`src/rtl/jtcps15_qsnd_vol.sv`:
```
// rtl/jtcps15_qsnd_vol.sv - CPS1.5 sound output gain stage with 2 dB/step cabinet volume
// Optional DC blocker ahead of the gain multiply is enabled by defining JTCPS15_DCBLOCK_EN.
module jtcps15_qsnd_vol #(
   parameter logic [4:0] VOL_INIT = 5'd15
`ifdef JTCPS15_DCBLOCK_EN
   ,
   parameter int         DCSHIFT  = 8
`endif
) (
   input  logic        clk,
   input  logic        rst,
   input  logic        vol_up,
   input  logic        vol_down,
   input  logic [15:0] left,
   input  logic [15:0] right,
   input  logic        sample,
   output logic [15:0] snd_left,
   output logic [15:0] snd_right,
   output logic        snd_sample,
   output logic [4:0]  vol_idx
);

   typedef enum logic [2:0] {
      S_IDLE,
      S_DCB,
      S_MUL_L,
      S_MUL_R,
      S_OUT
   } state_t;

   localparam logic [4:0]         VOL_MAX = 5'd17;
   localparam logic signed [23:0] SAT_HI  = 24'sd32767;
   localparam logic signed [23:0] SAT_LO  = -24'sd32768;

   state_t      state_q;
   logic [4:0]  vol_q, vol_d;
   logic        up_q, dn_q;
   logic        up_rise, dn_rise;
   logic [15:0] in_l_q, in_r_q;
   logic [7:0]  gain_q;
   logic [15:0] res_l_q;
   logic [15:0] snd_left_q, snd_right_q;
   logic        snd_sample_q;

   logic [15:0]        ch_l, ch_r;
   logic [15:0]        mul_x;
   logic signed [23:0] mul_a, mul_b, prod, prod_sh;
   logic [15:0]        mul_out;

   function automatic logic [7:0] gain_of(input logic [4:0] idx);
      case (idx)
         5'd0:    gain_of = 8'd0;
         5'd1:    gain_of = 8'd5;
         5'd2:    gain_of = 8'd6;
         5'd3:    gain_of = 8'd8;
         5'd4:    gain_of = 8'd10;
         5'd5:    gain_of = 8'd13;
         5'd6:    gain_of = 8'd16;
         5'd7:    gain_of = 8'd20;
         5'd8:    gain_of = 8'd25;
         5'd9:    gain_of = 8'd32;
         5'd10:   gain_of = 8'd40;
         5'd11:   gain_of = 8'd51;
         5'd12:   gain_of = 8'd64;
         5'd13:   gain_of = 8'd81;
         5'd14:   gain_of = 8'd102;
         5'd15:   gain_of = 8'd128;
         5'd16:   gain_of = 8'd161;
         5'd17:   gain_of = 8'd203;
         default: gain_of = 8'd0;
      endcase
   endfunction

   function automatic logic [15:0] sat16(input logic signed [23:0] v);
      if (v > SAT_HI)
         sat16 = 16'h7FFF;
      else if (v < SAT_LO)
         sat16 = 16'h8000;
      else
         sat16 = v[15:0];
   endfunction

`ifdef JTCPS15_DCBLOCK_EN
   localparam logic signed [21:0] DC_HI = 22'sd524287;
   localparam logic signed [21:0] DC_LO = -22'sd524288;

   logic signed [19:0] x1_l_q, x1_r_q, y1_l_q, y1_r_q;
   logic signed [19:0] dcy_l_q, dcy_r_q;

   function automatic logic signed [19:0] dc_step(input logic [15:0] x,
                                                  input logic signed [19:0] x1,
                                                  input logic signed [19:0] y1);
      logic signed [19:0] ys;
      logic signed [21:0] t;
      ys = y1 >>> DCSHIFT;
      t  = {{6{x[15]}}, x} - {{2{x1[19]}}, x1} + {{2{y1[19]}}, y1} - {{2{ys[19]}}, ys};
      if (t > DC_HI)
         dc_step = 20'sh7FFFF;
      else if (t < DC_LO)
         dc_step = 20'sh80000;
      else
         dc_step = t[19:0];
   endfunction

   assign ch_l = sat16({{4{dcy_l_q[19]}}, dcy_l_q});
   assign ch_r = sat16({{4{dcy_r_q[19]}}, dcy_r_q});
`else
   assign ch_l = in_l_q;
   assign ch_r = in_r_q;
`endif

   // Only a rising edge counts; simultaneous presses cancel out.
   assign up_rise = vol_up & ~up_q;
   assign dn_rise = vol_down & ~dn_q;

   always_comb begin
      vol_d = vol_q;
      if (up_rise && !dn_rise && vol_q < VOL_MAX)
         vol_d = vol_q + 5'd1;
      else if (dn_rise && !up_rise && vol_q != 5'd0)
         vol_d = vol_q - 5'd1;
   end

   always_ff @(posedge clk) begin
      if (rst) begin
         up_q  <= 1'b0;
         dn_q  <= 1'b0;
         vol_q <= VOL_INIT;
      end else begin
         up_q  <= vol_up;
         dn_q  <= vol_down;
         vol_q <= vol_d;
      end
   end

   // One multiplier, time-shared between channels by the FSM state.
   always_comb begin
      mul_x   = (state_q == S_MUL_R) ? ch_r : ch_l;
      mul_a   = {{8{mul_x[15]}}, mul_x};
      mul_b   = {16'd0, gain_q};
      prod    = mul_a * mul_b;
      prod_sh = prod >>> 7;
      mul_out = sat16(prod_sh);
   end

   always_ff @(posedge clk) begin
      if (rst) begin
         state_q      <= S_IDLE;
         in_l_q       <= 16'd0;
         in_r_q       <= 16'd0;
         gain_q       <= 8'd0;
         res_l_q      <= 16'd0;
         snd_left_q   <= 16'd0;
         snd_right_q  <= 16'd0;
         snd_sample_q <= 1'b0;
`ifdef JTCPS15_DCBLOCK_EN
         x1_l_q  <= 20'sd0;
         x1_r_q  <= 20'sd0;
         y1_l_q  <= 20'sd0;
         y1_r_q  <= 20'sd0;
         dcy_l_q <= 20'sd0;
         dcy_r_q <= 20'sd0;
`endif
      end else begin
         snd_sample_q <= 1'b0;
         if (sample) begin
            // A new sample always restarts the pipeline; gain is frozen here for both channels.
            in_l_q <= left;
            in_r_q <= right;
            gain_q <= gain_of(vol_q);
`ifdef JTCPS15_DCBLOCK_EN
            state_q <= S_DCB;
`else
            state_q <= S_MUL_L;
`endif
         end else begin
            case (state_q)
`ifdef JTCPS15_DCBLOCK_EN
               S_DCB: begin
                  dcy_l_q <= dc_step(in_l_q, x1_l_q, y1_l_q);
                  dcy_r_q <= dc_step(in_r_q, x1_r_q, y1_r_q);
                  state_q <= S_MUL_L;
               end
`endif
               S_MUL_L: begin
                  res_l_q <= mul_out;
                  state_q <= S_MUL_R;
               end
               S_MUL_R: begin
                  snd_left_q   <= res_l_q;
                  snd_right_q  <= mul_out;
                  snd_sample_q <= 1'b1;
                  state_q      <= S_OUT;
`ifdef JTCPS15_DCBLOCK_EN
                  x1_l_q <= {{4{in_l_q[15]}}, in_l_q};
                  x1_r_q <= {{4{in_r_q[15]}}, in_r_q};
                  y1_l_q <= dcy_l_q;
                  y1_r_q <= dcy_r_q;
`endif
               end
               S_OUT:   state_q <= S_IDLE;
               default: state_q <= S_IDLE;
            endcase
         end
      end
   end

   assign snd_left   = snd_left_q;
   assign snd_right  = snd_right_q;
   assign snd_sample = snd_sample_q;
   assign vol_idx    = vol_q;

endmodule
```
`config.mk`:
```
export PLATFORM = sky130hd
export DESIGN_NAME = jtcps15_qsnd_vol
export DESIGN_NICKNAME = d
export VERILOG_FILES = /design/src/rtl/jtcps15_qsnd_vol.sv
export SDC_FILE = /design/constraint.sdc
export NUM_CORES = 1
export LEC_CHECK = 0
export CAP_MARGIN = 20
export CORE_MARGIN = 5
export CORE_UTILIZATION = 48
export CTS_CLUSTER_SIZE = 14
export DETAILED_ROUTE_END_ITERATION = 8
export DONT_BUFFER_PORTS = 1
export PLACE_DENSITY_LB_ADDON = 0.25
export SYNTH_ARGS = -nofsm -noshare
export SYNTH_HDL_FRONTEND = slang
export SYNTH_SLANG_ARGS = --single-unit
```
`constraint.sdc`:
```
create_clock -name clk -period 8 [get_ports clk]
set_input_delay 0.4 -clock clk [delete_from_list [all_inputs] [get_ports clk]]
set_output_delay 0.4 -clock clk [all_outputs]
set_load 0.05 [all_outputs]
```
==> metrics.md, run 1 <==
| Metric | Value |
|---|---|
| Status | finished, final reports clean |
| Design area | 0.00899 mm² |
| Total die area | 0.0206 mm² |
| Pins Over Slew Limit | 0 |
| Buf+Inv Stages, Crit Path | 5 |
| I/O pins | 75 |
| Count leader, synth | inv_1 |
| Count of buffers from port buffering | 0 |
| Routed length on met3 | 836 µm |
| Post-CTS Resized | 0 |
| First-pass GRT wire length | 31700 µm |
| Ratio of cells with drive above 1 in the final layout | between 4 and 5% |
| Pwr/cell area | 156 mW/mm² |
| Core area | around 0.017 mm² |
| WS Path Type | flop to flop |
| Die width | 143 µm |
| Die Ht | 143 µm |
| DR pass1 iterations | 4 |
| TritonCTS Sinks | 99 |
| EDFF count, synth | 0 |
| Nets | 1146 |
| Layout area overhead | 5.12% |
| Dpl cells | 1173 |
| Postcts setup bufs | 0 |
| List of most frequent post-synthesis cells | inv_1, nand2_1, fa_1, dfxtp_1, nor2_1 |
| FF-to-FF End | res_l_q[11] |
| All-layer global routing usage | between 10% and 20% |
| Setup_tns | 0 ns |
| Reg clk slew, reported paths | 0.09 ns |
| Relative slew slack | between 30% and 40% |
| Actual slew at the worst max-slew pin | 1.05 ns |
| Vias in the first global route | roughly 6300 |
| VDD IR-drop max | 136 µV |
| Initial antenna violation count | 0 |
| Clock Skew | around 0.011 ns |
| Synth top area share | 23.4% |
| Grt total ovfl | 0 |
| Synth cell types | 56 |
| CP required | approximately 8.3 ns |
| Met2 WL | 8370 µm |
| Worst reg2reg path depth | 21 |
| Post-layout util | 51.6% |
| HPWL Detailed | 14300 µm |
| Max incr delay on CP | 0.57 ns |
| Worst setup slack after layout | 1.74 ns |
| Ys flop type | dfxtp_1 |
| Post-place setup slack | 1.72 ns |
| Placer Congestion | roughly 0.86 |
| Synthesized area per cell | just under 9 µm² |
| Clock buffer depth | 2 |
| Antenna diode count | 0 |
| Antenna viol nets, final | 0 |
| Crit share post-route | 78.3% |
| Syn nets | 1173 |
| Pleak | 4.31 nW |
| Max Fclk | 160 MHz |
| RSZ-0062 raised after global routing | no |
| Crit path arrival time | 6.52 ns |
| DRC Markers | 0 |
| Final WL | 18200 µm |
| Largest net degree at the start of global routing | 79 |
| Mapped cell area | 0.00855 mm² |
| Max-cap violations | 0 |
| Top Metal Used | met4 |
| H-tree depth | 3 |
| CP Capture Point | res_l_q[11] |
| Initial Util | around half |
| Synth Instances | between 900 and 1000 |
| Post-CTS Hold Fix Bufs | 0 |
| Leading area contributor after synthesis | fa_1 |
| Critical-path top delay cell | fa_1 |
| Final hold vios | 0 |
| Std cell rows | 48 |
| Kind of start point of the critical path | flop |
| Vias | 6200 |
| Reg2reg start | state_q[0] |
| Yosys reg bits | 99 |
| Ys Warns | 0 |
| Crit-path max FO | 19 |
| Worst min path class | primary input to flop |
| Placed Area | approximately 0.0087 mm² |
| Top cell family by delay on the critical path | adder cells |
| Synth top area cells | fa_1, dfxtp_1, ha_1, inv_1, nand2_1 |
| Routed vias/inst | 5.21 |
| Crit path from | state_q[0] |
| 1st-iter DRT viols | 297 |
| Final Non-Filler Cells | 1189 |
| Crit path cell chain | nand3b_1 > buf_4 > mux2_2 > and2_1 > fa_1 > inv_1 > fa_1 > inv_1 > fa_1 > inv_1 > fa_1 > inv_1 > ha_1 > and4_1 > and4_1 > a21oi_1 > o21ai_0 > nor3_1 > and3b_1 > and3_1 > a221o_1 |
| Endpoints failing setup | 0 |
| Crit. End Element | flop |
| Worst-Skew Late Latency | 0.36 ns |
| Metal1 wirelength | 8760 µm |
| Crit. path cell count | 21 |
| CTS root buf | clkbuf_16 |
| CTS tree | yes |
| CTS Buf Count | 9 |
| Avg WL per Cell | 15.3 µm |
| R2R Setup Slk | 1.74 ns |
| Sequential-to-total area share from yosys stat | 23.2% |
| Ys async rst share | 0% |
| Min cycle time layout | 6.26 ns |
==> per-stage QoR <==
| stage | power (mW) | hold slack (ns) |
|---|---|---|
| after global placement | 0.957 | 0.435 |
| final | 1.40 | 0.0945 |
| after floorplan | 0.884 | 0.429 |
| after detailed placement | 0.963 | 0.441 |
| after global routing | 1.50 | 0.0752 |
| after CTS | 1.42 | 0.0834 |
==> final cells by class <==
| cell class | instances | area (µm²) |
|---|---|---|
| inverters | 146 | 548 |
| fillers | 1711 | 8430 |
| well taps | 225 | 282 |
| clock buffers | 9 | 225 |
| multi-input cells | 700 | 5850 |
| clock inverters | 7 | 86.3 |
| flip-flops and latches | 99 | 1980 |
| repair buffers | 3 | 22.5 |
==> report_power, final <==
part           total [mW]  switching (mW)  internal (mW)
logic               0.363           0.218          0.145
registers           0.587          0.0686          0.519
clock network       0.453           0.227          0.227
total                1.40           0.514          0.891
==> worst min path at each step <==
stage,from,end,slack [ns],cells after the start
2_1_floorplan,res_l_q[8],res_l_q[8],0.43,2
3_3_place_gp,res_l_q[0],snd_left[0],0.43,2
3_5_place_dp,res_l_q[3],snd_left[3],0.44,2
4_1_cts,rst,snd_left[2],0.08,1
5_1_grt,rst,snd_left[2],0.08,1
6_report,rst,snd_left[2],0.09,1
==> placed cells by master (no fill, tap or decap), types with 3 or more instances in the layout <==
| cell type | synthesis | routed |
|---|---|---|
| a21o_1 | 10 | 10 |
| nand3b_1 | 3 | 3 |
| inv_8 | 0 | 4 |
| nor2b_1 | 23 | 23 |
| mux2_2 | 13 | 13 |
| fa_1 | 100 | 100 |
| nand3_1 | 5 | 5 |
| o211ai_1 | 4 | 4 |
| buf_4 | 0 | 3 |
| and3_1 | 4 | 4 |
| ha_1 | 50 | 50 |
| nor3_1 | 5 | 5 |
| nand2_1 | 135 | 135 |
| nor2_1 | 86 | 86 |
| xor2_1 | 9 | 9 |
| o21ai_1 | 21 | 21 |
| o21ai_0 | 15 | 15 |
| a31oi_1 | 3 | 3 |
| clkbuf_16 | 0 | 9 |
| inv_1 | 146 | 146 |
| a211o_1 | 3 | 3 |
| nand4_1 | 6 | 6 |
| mux2i_1 | 38 | 38 |
| and2_1 | 47 | 47 |
| a21oi_1 | 43 | 43 |
| dfxtp_1 | 99 | 99 |
| nand2b_1 | 10 | 10 |
| xnor2_1 | 17 | 17 |
| a211oi_1 | 10 | 10 |
| o31ai_1 | 3 | 3 |
| or2_2 | 3 | 3 |
==> kinds of logic (layout without fill, tap and decap cells) <==
| family | after synthesis | count (layout) | synth area share [%] |
|---|---|---|---|
| AND/OR/NAND/NOR | 336 | 336 | 18.3 |
| buffers and inverters | 187 | 165 | 8.48 |
| adder cells (fa/ha/maj) | 150 | 150 | 30.7 |
| AO/OA/AOI/OAI | 135 | 135 | 10.1 |
| flip-flops | 99 | 99 | 23.2 |
| multiplexers | 53 | 53 | 6.60 |
| XOR/XNOR | 26 | 26 | 2.66 |
==> layer usage <==
layer	vias up	track usage [%]
met3	15	3.73
met4	0	4.11
met1	2992	26.3
met5	-	0
li1	3086	-
met2	107	30.9
==> sequential cells by signal, indices dropped and copies added (netlist names) <==
register and flops:
snd_sample 1, ch_r 16, snd_left 16, snd_right 16, up_q 1, state_q 3, dn_q 1, res_l_q 16
vol_idx 5, ch_l 16, gain_q 8
No activity file was read; power rests on OpenSTA's default activity.
==> inputs of run 2 (changes only) <==
Clock period 8 ns to 6 ns, I/O delays scaled along.
==> run 2 against run 1 <==
  * Largest power group unchanged
  * Wire length is 3.9% higher
  * Maximum frequency increased by 11%
  * Core utilization rose by 2.0 points
  * Cell count rose by 2.4%
  * Die area unchanged
  * Largest cell class unchanged
  * Final area up 3.9%
  * Non-clock buffer count increased by 28
  * Count of clock-buffer cells in the layout did not move
  * Power grew 36%
  * Setup slack got worse by 1.4 ns
  * Worst hold slack got worse by 0.076 ns
==> metrics.md, run 2 (synthesis results as in run 1) <==
| Metric | Value |
|---|---|
| Status | finished, final reports clean |
| Max incr delay on CP | 0.57 ns |
| Critical-path top delay cell | fa_2 |
| RSZ-0062 raised after global routing | no |
| Total die area | between 0.02 and 0.025 mm² |
| Relative slew slack | 32.5% |
| Placed Area | 0.00883 mm² |
| Clock Skew | 0.00819 ns |
| DRC Markers | 0 |
| Crit path arrival time | between 5 and 6 ns |
| Pins Over Slew Limit | 0 |
| TritonCTS Sinks | 99 |
| Most common cell after layout, fill and taps aside | inv_1 |
| Nets | ~1200 |
| Antenna viol nets, final | 0 |
| Initial antenna violation count | 0 |
| Post-place setup slack | 0.0347 ns |
| Crit-path max FO | 8 |
| All-layer global routing usage | 19.4% |
| CTS Buf Count | 9 |
| Crit share post-route | 94.5% |
| Core area | 0.0174 mm² |
| Worst setup slack after layout | 0.332 ns |
| Die Ht | approximately 140 µm |
| Crit path from | state_q[0] |
| CTS root buf | clkbuf_16 |
| Std cell rows | 48 |
| Most frequent cells in the layout | inv_1, nand2_1, fa_1, dfxtp_1, nor2_1 |
| Ratio of cells with drive above 1 in the final layout | 8.77% |
| Count of buffers from port buffering | 0 |
| Max Fclk | 176 MHz |
| Worst min path class | primary input to flop |
| Die width | 143 µm |
| Crit. path cell count | 21 |
| Top cell family by delay on the critical path | adder cells |
| Setup_tns | 0 ns |
| Routed vias/inst | 5.24 |
| 1st-iter DRT viols | 336 |
| CTS tree | yes |
| H-tree depth | 3 |
| Min cycle time layout | approximately 5.7 ns |
| Antenna diode count | 0 |
| Largest net degree at the start of global routing | 66 |
| Final hold vios | 0 |
| Avg WL per Cell | 15.5 µm |
| Pleak | 4.50 nW |
| Vias | 6372 |
| Placer Congestion | approximately 0.84 |
| FF-to-FF End | res_l_q[5] |
| Crit. End Element | flop |
| Actual slew at the worst max-slew pin | 1.01 ns |
| Pwr/cell area | approximately 200 mW/mm² |
| HPWL Detailed | 14900 µm |
| Grt total ovfl | 0 |
| VDD IR-drop max | 165 µV |
| Final WL | 18900 µm |
| Initial Util | 49.1% |
| CP Capture Point | res_l_q[5] |
| Layout area overhead | 9.20% |
| Worst reg2reg path depth | 21 |
| CP required | roughly 6.3 ns |
| Vias in the first global route | 6496 |
| WS Path Type | flop to flop |
| Reg clk slew, reported paths | 0.07 ns |
| Max-cap violations | 0 |
| DR pass1 iterations | 5 |
| R2R Setup Slk | 0.33 ns |
| Buf+Inv Stages, Crit Path | 5 |
| Endpoints failing setup | 0 |
| Kind of start point of the critical path | flop |
| Reg2reg start | state_q[0] |
| Clock buffer depth | 2 |
| First-pass GRT wire length | 32400 µm |
| Crit path cell chain | nand3b_1 > buf_4 > mux2_4 > and2_2 > fa_2 > inv_2 > fa_1 > inv_1 > fa_1 > inv_1 > fa_1 > inv_1 > ha_1 > and4_1 > and4_1 > a21oi_2 > o21ai_2 > or2_4 > a31oi_4 > a21oi_2 > a211oi_1 |
| Worst-Skew Late Latency | 0.35 ns |
| I/O pins | 75 |
| Design area | 0.00934 mm² |
[run 2: final cells by class]
class	count	area [µm²]
Fill cell	1657	8080
Multi-Input combinational cell	700	5960
Sequential cell	99	1980
Inverter	146	548
Tap cell	225	282
Timing Repair Buffer	31	268
Clock buffer	9	225
Clock inverter	7	80.1
[run 2: per-stage QoR]
step / hold WS [ns] / utilization (%) / instances / power, mW
5_1_grt: 0.00610 / 53.6 / 1217 / 2.05
3_5_place_dp: 0.378 / 50.7 / 1193 / 1.32
6_report: 0.0180 / 53.6 / 1217 / 1.91
3_3_place_gp: 0.376 / 50.7 / 1193 / 1.31
2_1_floorplan: 0.405 / - / 986 / 1.18
4_1_cts: 0.000877 / 52.6 / 1211 / 1.90
[run 2: timing repair]
item	in CTS	in global routing
hold endpoints to repair	12	0
setup buffers	0	5
gates resized for setup	0	33
setup endpoints to repair	0	32
hold buffers	2	0
[run 2: worst min path at each step]
stage	from	end	slack [ns]	depth (start not counted)
3_5_place_dp	rst	snd_left[14]	0.38	1
2_1_floorplan	rst	state_q[2]	0.40	1
3_3_place_gp	rst	snd_left[0]	0.38	1
5_1_grt	rst	snd_left[15]	0.006	1
4_1_cts	rst	up_q	0.0009	1
6_report	rst	snd_left[0]	0.02	1
[run 2: where the power goes]
group / internal (mW) / switching [mW]
Combinational: 0.235 / 0.321
Clock: 0.297 / 0.286
Sequential: 0.692 / 0.0790
Total: 1.22 / 0.686
[run 2: metal layers]
metal  vias up  global-route usage (%)  part of all wire (%)  routed length, µm
met4         0                    5.20                   1.7                320
met2       143                    31.1                    46               8660
met5         -                       0                     0                  0
met3        27                    3.66                   5.6               1050
met1      3066                    27.2                    47               8830
li1       3136                       -                     -                  -
